## config.mk

```make
export PLATFORM = sky130hd
export DESIGN_NAME = ct_f_spsram_ctrl_256x54
export DESIGN_NICKNAME = d
export VERILOG_FILES = /design/src/rtl/ct_f_spsram_pkg.sv /design/src/rtl/ct_f_spsram_rsp_fifo.sv /design/src/rtl/ct_f_spsram_ctrl_256x54.sv
export SDC_FILE = /design/constraint.sdc
export NUM_CORES = 1
export LEC_CHECK = 0
export BUFFER_PORTS_ARGS = -buffer_cell sky130_fd_sc_hd__buf_2
export CORE_MARGIN = 1.5
export CORE_UTILIZATION = 30
export DETAILED_ROUTE_END_ITERATION = 6
export GPL_TIMING_DRIVEN = 0
export SYNTH_ARGS = -nofsm -noshare
export SYNTH_HDL_FRONTEND = slang
export SYNTH_HIERARCHICAL = 1
export SYNTH_SLANG_ARGS = --single-unit
```

## constraint.sdc

```tcl
create_clock -name CLK -period 2.5 [get_ports CLK]
set_clock_uncertainty 0.1 [all_clocks]
set_input_delay 0.5 -clock CLK [delete_from_list [all_inputs] [get_ports CLK]]
set_output_delay 0.5 -clock CLK [all_outputs]
set_load 0.03 [all_outputs]
```

## src/rtl/ct_f_spsram_pkg.sv

```systemverilog
// Shared definitions for the 256x54 single-port SRAM requester controller.
//   - default geometry of the wrapped SRAM (address, data, write-group width)
//   - number of independent write groups in one data word
//   - controller FSM state encoding
package ct_f_spsram_pkg;

    localparam int CT_ADDR_WIDTH = 8;
    localparam int CT_DATA_WIDTH = 54;
    localparam int CT_WRAP_SIZE  = 27;
    localparam int CT_GRP_NUM    = CT_DATA_WIDTH / CT_WRAP_SIZE;

    typedef enum logic [1:0] {
        ST_INIT   = 2'd0,
        ST_IDLE   = 2'd1,
        ST_RMW_RD = 2'd2,
        ST_RMW_WR = 2'd3
    } ct_spsram_state_e;

endpackage

```

## src/rtl/ct_f_spsram_rsp_fifo.sv

```systemverilog
// Read-response FIFO for the SRAM controller.
//   CLK        in   clock, posedge
//   cpurst_b   in   synchronous active-low reset (empties the FIFO)
//   push       in   write push_data into the tail
//   push_data  in   DATA_WIDTH entry to store
//   pop        in   drop the head entry (ignored when empty)
//   head_data  out  current head entry
//   empty      out  no entries stored
//   count      out  number of entries stored
// Push and pop may happen in the same cycle, including when full.
module ct_f_spsram_rsp_fifo #(
    parameter int DATA_WIDTH = 54,
    parameter int RSP_DEPTH  = 4,
    parameter int CNT_WIDTH  = $clog2(RSP_DEPTH + 1)
) (
    input  logic                  CLK,
    input  logic                  cpurst_b,
    input  logic                  push,
    input  logic [DATA_WIDTH-1:0] push_data,
    input  logic                  pop,
    output logic [DATA_WIDTH-1:0] head_data,
    output logic                  empty,
    output logic [CNT_WIDTH-1:0]  count
);

    localparam int PW = (RSP_DEPTH > 1) ? $clog2(RSP_DEPTH) : 1;

    logic [DATA_WIDTH-1:0] mem_q [RSP_DEPTH];
    logic [DATA_WIDTH-1:0] mem_d [RSP_DEPTH];
    logic [PW-1:0]         wr_ptr_q, wr_ptr_d;
    logic [PW-1:0]         rd_ptr_q, rd_ptr_d;
    logic [CNT_WIDTH-1:0]  count_q, count_d;
    logic                  full;
    logic                  push_ok;
    logic                  pop_ok;

    assign full      = (count_q == CNT_WIDTH'(RSP_DEPTH));
    assign empty     = (count_q == '0);
    assign count     = count_q;
    assign head_data = mem_q[rd_ptr_q];

    always_comb begin
        push_ok  = push && (!full || pop);
        pop_ok   = pop && !empty;
        mem_d    = mem_q;
        wr_ptr_d = wr_ptr_q;
        rd_ptr_d = rd_ptr_q;
        count_d  = count_q;

        if (push_ok) begin
            mem_d[wr_ptr_q] = push_data;
            wr_ptr_d = (wr_ptr_q == PW'(RSP_DEPTH - 1)) ? '0 : wr_ptr_q + 1'b1;
        end
        if (pop_ok) begin
            rd_ptr_d = (rd_ptr_q == PW'(RSP_DEPTH - 1)) ? '0 : rd_ptr_q + 1'b1;
        end

        case ({push_ok, pop_ok})
            2'b10:   count_d = count_q + 1'b1;
            2'b01:   count_d = count_q - 1'b1;
            default: count_d = count_q;
        endcase
    end

    always_ff @(posedge CLK) begin
        if (!cpurst_b) begin
            mem_q    <= '{default: '0};
            wr_ptr_q <= '0;
            rd_ptr_q <= '0;
            count_q  <= '0;
        end else begin
            mem_q    <= mem_d;
            wr_ptr_q <= wr_ptr_d;
            rd_ptr_q <= rd_ptr_d;
            count_q  <= count_d;
        end
    end

endmodule

```

## src/rtl/ct_f_spsram_ctrl_256x54.sv

```systemverilog
// Requester-side controller for one ct_f_spsram_256x54 wrapper.
// Converts a valid/ready read/write request stream into the wrapper's
// active-low CEN/GWEN/WEN protocol, returns read data in order through a
// credit-checked response FIFO, runs masks that split a write group as
// read-modify-write, and optionally zero-fills the array after reset.
//   CLK, cpurst_b                 clock / synchronous active-low reset
//   req_vld/req_rdy               request handshake
//   req_wr, req_addr              1 = write, word address
//   req_wdata, req_wmask          write data, active-high bit mask
//   rsp_vld/rsp_rdy, rsp_rdata    read response stream (request order)
//   A, CEN, GWEN, WEN, D          registered SRAM pins (active-low enables)
//   Q                             SRAM read data, valid the cycle after a read
//
// state     | meaning
// ----------+---------------------------------------------------------
// ST_INIT   | zero-fill sweep, one address per cycle, requests blocked
// ST_IDLE   | accept one read / aligned write per cycle
// ST_RMW_RD | SRAM read of an unaligned write's word is on the pins
// ST_RMW_WR | Q holds the old word; merge and write it back
module ct_f_spsram_ctrl_256x54
    import ct_f_spsram_pkg::*;
#(
    parameter int ADDR_WIDTH = CT_ADDR_WIDTH,
    parameter int DATA_WIDTH = CT_DATA_WIDTH,
    parameter int WRAP_SIZE  = CT_WRAP_SIZE,
    parameter int RSP_DEPTH  = 4,
    parameter int INIT_EN    = 1
) (
    input  logic                  CLK,
    input  logic                  cpurst_b,
    input  logic                  req_vld,
    output logic                  req_rdy,
    input  logic                  req_wr,
    input  logic [ADDR_WIDTH-1:0] req_addr,
    input  logic [DATA_WIDTH-1:0] req_wdata,
    input  logic [DATA_WIDTH-1:0] req_wmask,
    output logic                  rsp_vld,
    input  logic                  rsp_rdy,
    output logic [DATA_WIDTH-1:0] rsp_rdata,
    output logic [ADDR_WIDTH-1:0] A,
    output logic                  CEN,
    output logic                  GWEN,
    output logic [DATA_WIDTH-1:0] WEN,
    output logic [DATA_WIDTH-1:0] D,
    input  logic [DATA_WIDTH-1:0] Q
);

    localparam int GRP_NUM = DATA_WIDTH / WRAP_SIZE;
    localparam int CW      = $clog2(RSP_DEPTH + 1);
    localparam ct_spsram_state_e RST_STATE = (INIT_EN != 0) ? ST_INIT : ST_IDLE;

    ct_spsram_state_e      state_q, state_d;
    logic [ADDR_WIDTH-1:0] init_cnt_q, init_cnt_d;
    logic [ADDR_WIDTH-1:0] sram_a_q, sram_a_d;
    logic                  sram_cen_q, sram_cen_d;
    logic                  sram_gwen_q, sram_gwen_d;
    logic [DATA_WIDTH-1:0] sram_wen_q, sram_wen_d;
    logic [DATA_WIDTH-1:0] sram_d_q, sram_d_d;
    logic [ADDR_WIDTH-1:0] rmw_addr_q, rmw_addr_d;
    logic [DATA_WIDTH-1:0] rmw_wdata_q, rmw_wdata_d;
    logic [DATA_WIDTH-1:0] rmw_wmask_q, rmw_wmask_d;
    // Response-read pipeline: p1 = read on the pins, p2 = its Q is valid now.
    logic                  rd_p1_q, rd_p1_d;
    logic                  rd_p2_q, rd_p2_d;

    logic [GRP_NUM-1:0]    grp_full;
    logic [GRP_NUM-1:0]    grp_zero;
    logic [DATA_WIDTH-1:0] aligned_wen;
    logic                  wr_aligned;
    logic [CW-1:0]         fifo_count;
    logic                  fifo_empty;
    logic [CW:0]           occupancy;
    logic                  credit_ok;
    logic                  req_fire;

    for (genvar g = 0; g < GRP_NUM; g++) begin : g_grp
        assign grp_full[g] = &req_wmask[g*WRAP_SIZE +: WRAP_SIZE];
        assign grp_zero[g] = ~|req_wmask[g*WRAP_SIZE +: WRAP_SIZE];
        assign aligned_wen[g*WRAP_SIZE +: WRAP_SIZE] = {WRAP_SIZE{~grp_full[g]}};
    end

    assign wr_aligned = &(grp_full | grp_zero);

    // Reads still in the pipe already own a FIFO slot, so they count
    // against the credit even though they have not been pushed yet.
    assign occupancy = {1'b0, fifo_count} + (CW+1)'(rd_p1_q) + (CW+1)'(rd_p2_q);
    assign credit_ok = (occupancy < (CW+1)'(RSP_DEPTH));
    assign req_rdy   = cpurst_b && (state_q == ST_IDLE) && (req_wr || credit_ok);
    assign req_fire  = req_vld && req_rdy;

    always_comb begin
        state_d     = state_q;
        init_cnt_d  = init_cnt_q;
        sram_a_d    = sram_a_q;
        sram_d_d    = sram_d_q;
        sram_cen_d  = 1'b1;
        sram_gwen_d = 1'b1;
        sram_wen_d  = '1;
        rmw_addr_d  = rmw_addr_q;
        rmw_wdata_d = rmw_wdata_q;
        rmw_wmask_d = rmw_wmask_q;
        rd_p1_d     = 1'b0;
        rd_p2_d     = rd_p1_q;

        case (state_q)
            ST_INIT: begin
                sram_a_d    = init_cnt_q;
                sram_d_d    = '0;
                sram_cen_d  = 1'b0;
                sram_gwen_d = 1'b0;
                sram_wen_d  = '0;
                init_cnt_d  = init_cnt_q + 1'b1;
                if (init_cnt_q == '1) begin
                    state_d = ST_IDLE;
                end
            end
            ST_IDLE: begin
                if (req_fire) begin
                    sram_a_d   = req_addr;
                    sram_cen_d = 1'b0;
                    if (!req_wr) begin
                        rd_p1_d = 1'b1;
                    end else if (wr_aligned) begin
                        // An empty mask still takes the slot but writes nothing.
                        sram_gwen_d = ~|req_wmask;
                        sram_wen_d  = aligned_wen;
                        sram_d_d    = req_wdata;
                    end else begin
                        rmw_addr_d  = req_addr;
                        rmw_wdata_d = req_wdata;
                        rmw_wmask_d = req_wmask;
                        state_d     = ST_RMW_RD;
                    end
                end
            end
            ST_RMW_RD: begin
                state_d = ST_RMW_WR;
            end
            ST_RMW_WR: begin
                sram_a_d    = rmw_addr_q;
                sram_cen_d  = 1'b0;
                sram_gwen_d = 1'b0;
                sram_wen_d  = '0;
                sram_d_d    = (Q & ~rmw_wmask_q) | (rmw_wdata_q & rmw_wmask_q);
                state_d     = ST_IDLE;
            end
            default: begin
                state_d = ST_IDLE;
            end
        endcase
    end

    always_ff @(posedge CLK) begin
        if (!cpurst_b) begin
            state_q     <= RST_STATE;
            init_cnt_q  <= '0;
            sram_a_q    <= '0;
            sram_cen_q  <= 1'b1;
            sram_gwen_q <= 1'b1;
            sram_wen_q  <= '1;
            sram_d_q    <= '0;
            rmw_addr_q  <= '0;
            rmw_wdata_q <= '0;
            rmw_wmask_q <= '0;
            rd_p1_q     <= 1'b0;
            rd_p2_q     <= 1'b0;
        end else begin
            state_q     <= state_d;
            init_cnt_q  <= init_cnt_d;
            sram_a_q    <= sram_a_d;
            sram_cen_q  <= sram_cen_d;
            sram_gwen_q <= sram_gwen_d;
            sram_wen_q  <= sram_wen_d;
            sram_d_q    <= sram_d_d;
            rmw_addr_q  <= rmw_addr_d;
            rmw_wdata_q <= rmw_wdata_d;
            rmw_wmask_q <= rmw_wmask_d;
            rd_p1_q     <= rd_p1_d;
            rd_p2_q     <= rd_p2_d;
        end
    end

    ct_f_spsram_rsp_fifo #(
        .DATA_WIDTH (DATA_WIDTH),
        .RSP_DEPTH  (RSP_DEPTH),
        .CNT_WIDTH  (CW)
    ) u_rsp_fifo (
        .CLK       (CLK),
        .cpurst_b  (cpurst_b),
        .push      (rd_p2_q),
        .push_data (Q),
        .pop       (rsp_rdy),
        .head_data (rsp_rdata),
        .empty     (fifo_empty),
        .count     (fifo_count)
    );

    assign rsp_vld = !fifo_empty;

    assign A    = sram_a_q;
    assign CEN  = sram_cen_q;
    assign GWEN = sram_gwen_q;
    assign WEN  = sram_wen_q;
    assign D    = sram_d_q;

endmodule

```

After elaboration in Yosys (flattened, before gate mapping)
Index checks and enable logic that the tools add are counted.

Word-level logic and storage cells: 114. Output and inout bits: 174. Bits in registers: 469. Input port bits: 175.

Add/subtract/negate cells: 7. Multiplexer cells: 31. Reductions and logical operators: 29. Bitwise gates (word level): 10. Equal/unequal tests: 14. Order comparisons: 4.

Operator list (count): $mux 54 (9); $bwmux 216 (1); $pmux 54 s3 (1); $and 54x54->54 (2); $bmux 54 s2 (1); $demux 54 s2 (1); $pmux 54 s2 (1); $not 54->54 (1); $or 54x54->54 (1); $reduce_and 27->1 (2); $reduce_or 27->1 (2); $reduce_or 54->1 (1); $pmux 8 s3 (1); $mux 2 (6); $reduce_and 4->1 (3); $eq 2x2->1 const B (5); $ne 2x2->1 const B (5); $add 8x1->8 const B (1); $eq 8x8->1 const B (1); $mux 8 (1); $pmux 2 s4 (1); $ge 3x3->1 const B (2); $logic_and 1x1->1 (6); $not 2->3 (2); 23 further kinds (38).

Longest topological paths before layout
Depth after elaboration: 8. Depth in mapped cells: 10. Gate-level depth less buffers: 8.

Modules after synthesis
Netlist, hierarchy kept.

Modules (own cells, without submodules): ct_f_spsram_ctrl_256x54 (area each 10141.0 sq um, cells an instance 1157, times used 1); ct_f_spsram_rsp_fifo (area each 9724.3 sq um, cells an instance 875, times used 1).

Worst setup path after synthesis
OpenSTA, ideal clock, no wires.

Path type: input -> register. Start point: in rsp_rdy. End point: reg u_rsp_fifo.count_q[2], in the netlist u_rsp_fifo/count[2]. Cell stages on the path: 9. Data required time: 2324 ps. Buffers on the path: 1. Library setup time: 76 ps. Setup slack: -6 ps. Arrival time: 2331 ps. Path through: nor4b_2 buf_6 nand2b_1 ha_1 inv_1 fa_1 xor2_1 or3_1 a21boi_0.

Word-level cells in the longest chain between the ends: 4.

RTL lines: from (decl) (line ct_f_spsram_ctrl_256x54.sv:38) `input logic rsp_rdy,`; $logic_or 1x1->1 (line ct_f_spsram_rsp_fifo.sv:43) `push_ok = push && (!full || pop);`; $logic_and 1x1->1 (line ct_f_spsram_rsp_fifo.sv:43); $eq 2x1->1 / $eq 2x2->1 (equally long branches) (line ct_f_spsram_rsp_fifo.sv:58) `case ({push_ok, pop_ok})`; $pmux 3 s2 / $reduce_bool 2->1 (equally long branches); to (signal assigned) (line ct_f_spsram_rsp_fifo.sv:75) `count_q <= count_d;`; to (decl) (line ct_f_spsram_rsp_fifo.sv:32) `logic [CNT_WIDTH-1:0] count_q, count_d;`.

Several ways; a longest one is shown, not always the timed one. A chain may end at the register's enable or synchronous reset.

Worst setup path after layout
Start point: reg u_rsp_fifo.rd_ptr_q[1]. End point: out rsp_rdata[28].

Word-level cells in the longest chain between the ends: 4.

RTL lines: from (decl) (line ct_f_spsram_rsp_fifo.sv:31) `logic [PW-1:0] rd_ptr_q, rd_ptr_d;`; from (signal assigned) (line ct_f_spsram_rsp_fifo.sv:74) `rd_ptr_q <= rd_ptr_d;`; $not 2->3 (implied by the code) (line ct_f_spsram_rsp_fifo.sv:40) `assign head_data = mem_q[rd_ptr_q];`; $bmux 54 s2 (line ct_f_spsram_rsp_fifo.sv:40); $mux 54 (implied by the code) (2 in a row) (line ct_f_spsram_rsp_fifo.sv:40); to (decl) (line ct_f_spsram_ctrl_256x54.sv:39) `output logic [DATA_WIDTH-1:0] rsp_rdata,`.

Every way passes these cells. The select of a mux whose other input is x is not followed.

==> metrics.yaml <==
yosys:
  synth.distinct_cells: 46
  avgSynthCellArea_sq_um: 9.78
  yosysSeqAreaShare: 0.420
  synth_cells: 2032
  synthFlopType: "dfxtp_1"
  synthesis.nets: 2221
  ys_async_sr_fraction: 0
  synth_area_sq_mm: 0.0199
  synth-edff-count: 0
  yosysWarnings: 6
  synth_seq_cells: 417
worst_setup_path:
  r2r_setup_slack_ps: 30
  start_kind: "register"
  r2r-end: "D[48]"
  cp_num_cells: 4
  end_kind: "primary output"
  cp_common_cell: "buf_12"
  arrival_ps: 2030
  timing.rr.start: "rd_p2_q"
  cp_top_family: "multiplexers"
  cp_cell_sequence: "buf_12 > buf_12 > mux4_2 > buf_6"
  crit_buf_inv: 3
  critPathMaxStageDelay_ps: 590
  crit_slowest_cell: "mux4_2"
  cp_data_required_time_ps: 1900
  worst-r2r-cell-count: 10
  crit_type: "register to primary output"
  cp_max_fo: 6
  critPathLaunch: "u_rsp_fifo/rd_ptr_q[1]"
job:
  maxCapViolations: 0
global_route:
  grt_pass1_wl_mm: 115
  grt_pass1_vias: 17900
  grt_max_degree: 28
  overflow: 0
  grt_usage: 0.226
  antenna_found_initial: 18
min_path:
  whs_endpoint: "rmw_addr_q[4]"
  hold_path_startpoint: "req_addr[4]"
  hold_path_class: "input port to register"
  hold_depth: 3
clocking:
  worstSkewPairLatency_ps: 590
  cts_buffers: 46
  cts_sinks: 417
  cts_max_path_buffers: 3
  htree_num_levels: 2
  path_clk_slew_ps: 60
  cts-root-buf: "clkbuf_16"
  tritoncts: "yes"
power:
  p_leak_uw: 0.00888
  irDropWorstVdd_v: 0.000493
  powerDensity_mw_per_mm2: 820
cells_and_area:
  final_layout_size_suffix_gt1_frac: 0.291
  finalNonFillerCells: 3359
  final_common_cell: "dfxtp_1"
  num-nets-final: 2640
  fill_cells: 6576
  multiInputGateArea_sq_mm: 0.0101
  syn2layout_area_growth_pct: 27.3
  final_cell_mix: "dfxtp_1 (409), buf_2 (313), nand2_1 (299), mux2i_1 (221), a21oi_1 (172)"
  design_area_sq_mm: 0.0253
  seqCellArea_sq_mm: 0.00837
die:
  fp.dieH_um: 260
  dieArea_sq_mm: 0.0678
  boundaryPins: 349
  core_sq_mm: 0.0656
  initial_core_util: 0.303
  fp.dieW_um: 260
  rows: 94
route:
  wl_mm: 80.6
  viasPerCell: 5.52
  firstDrtPassIters: 5
  vias: 18500
  wl_per_cell_um: 24.0
  drt_first_iter_violations: 1711
  ant_nets: 0
  drc: 0
timing:
  fmax_mhz: 381
  drv_slew: 0
  finalSetupViolations: 47
  period_share: 1.05
  tightest_slew_ps: 932
  final.setup.worst_slack_ps: -128
  slew_headroom: 0.378
  final-hold-violation-count: 0
  grt_setup_unrepaired: "yes"
  min_period_ps: 2630
place:
  dp.final_hpwl_mm: 61.6
  postPlaceCellArea_sq_mm: 0.0227
  gp_congestion: 0.940
  port_buffers: 347
  placedCellCount: 3243
outcome:
  violations: "setup timing"
  outcome: "finished with violations"
-- worst max path at each step --
stage,endpoint,slack [ps]
floorplan,u_rsp_fifo/count[2],40
global placement,WEN[52],-1180
detailed placement,rmw_wdata_q[51],-1120
CTS,rsp_rdata[2],-160
global route,rsp_rdata[23],-150
finish,rsp_rdata[28],-130
-- stage by stage --
| step | worst slack, ps | power (uW) | hold WS, ps | util | TNS, ps |
|---|---|---|---|---|---|
| floorplan | 41.5 | 11400 | 332 | - | 0 |
| global placement | -1180 | 13400 | 338 | 0.346 | -171750 |
| detailed placement | -1120 | 13500 | 346 | 0.346 | -176100 |
| CTS | -160 | 20600 | 53.0 | 0.379 | -6820 |
| global route | -155 | 21500 | 72.3 | 0.385 | -6270 |
| finish | -128 | 20700 | 80.5 | 0.385 | -3740 |
-- cell usage after synthesis (9+ instances only) --
cell type,count,area (sq um)
inv_1,10,37.5
mux2_2,54,608
mux4_2,54,1220
nand3_1,9,45.0
nor2_1,21,78.8
o211ai_1,108,811
nand2_1,301,1130
nor4_1,13,81.3
dfxtp_1,417,8350
buf_1,16,60.1
ha_1,13,163
buf_2,24,120
buf_4,61,458
clkbuf_1,139,522
a22o_1,54,473
o31ai_1,118,886
a21oi_1,173,866
buf_8,20,300
nand4_1,133,832
mux2i_1,221,2210
-- layout make-up --
class | instances | area share
Multi-Input combinational cell | 1339 | 0.400
Buffer | 263 | 0.0691
Clock buffer | 75 | 0.0554
Tap cell | 864 | 0.0428
Timing Repair Buffer | 373 | 0.0949
Antenna cell | 8 | 0.000792
Inverter | 11 | 0.00163
Sequential cell | 417 | 0.331
Clock inverter | 9 | 0.00480
-- power by group --
group	switching [uW]	leakage [uW]	internal (uW)
Clock	2880	0.000750	4040
Combinational	4440	0.00476	2130
Sequential	289	0.00337	6950
-- worst min-delay path: stages --
cell     delay [ps]
buf_2           110
nand4_1          60
a21oi_1          50
-- routing by layer --
layer,global-route usage,part of all wire,vias to the layer above
li1,-,-,8371
met1,0.296,0.41,9035
met2,0.356,0.46,935
met3,0.0508,0.094,193
met4,0.100,0.040,14
met5,0,0.0011,-
-- kinds of logic (layout without fill, tap and decap cells) --
group / Yosys count / count (layout) / share of synthesized area
AND/OR/NAND/NOR: 500 / 500 / 0.120
flip-flops: 417 / 417 / 0.420
multiplexers: 329 / 329 / 0.203
adder cells (fa/ha/maj): 14 / 14 / 0.00920
AO/OA/AOI/OAI: 489 / 489 / 0.166
other: 0 / 8 / 0
XOR/XNOR: 7 / 7 / 0.00309
buffers and inverters: 276 / 731 / 0.0784
-- state kept, by name, indices dropped and copies added, names as in the netlist, 3 cells and up --
name	flops
rmw_wmask_q	54
A	8
D	54
rmw_wdata_q	54
u_rsp_fifo/mem_q	216
init_cnt_q	8
rmw_addr_q	8
u_rsp_fifo/count	3
-- repair_timing --
| action | CTS | global route |
|---|---|---|
| gates resized for setup | 166 | 98 |
| endpoints found under the hold margin | 0 | 0 |
| hold buffers | 0 | 0 |
| pin swaps | 5 | 5 |
| gates cloned | 1 | 6 |
| buffers inserted | 11 | 9 |
| endpoints found under the setup margin | 239 | 213 |
Power figures use the tool's default switching activity.
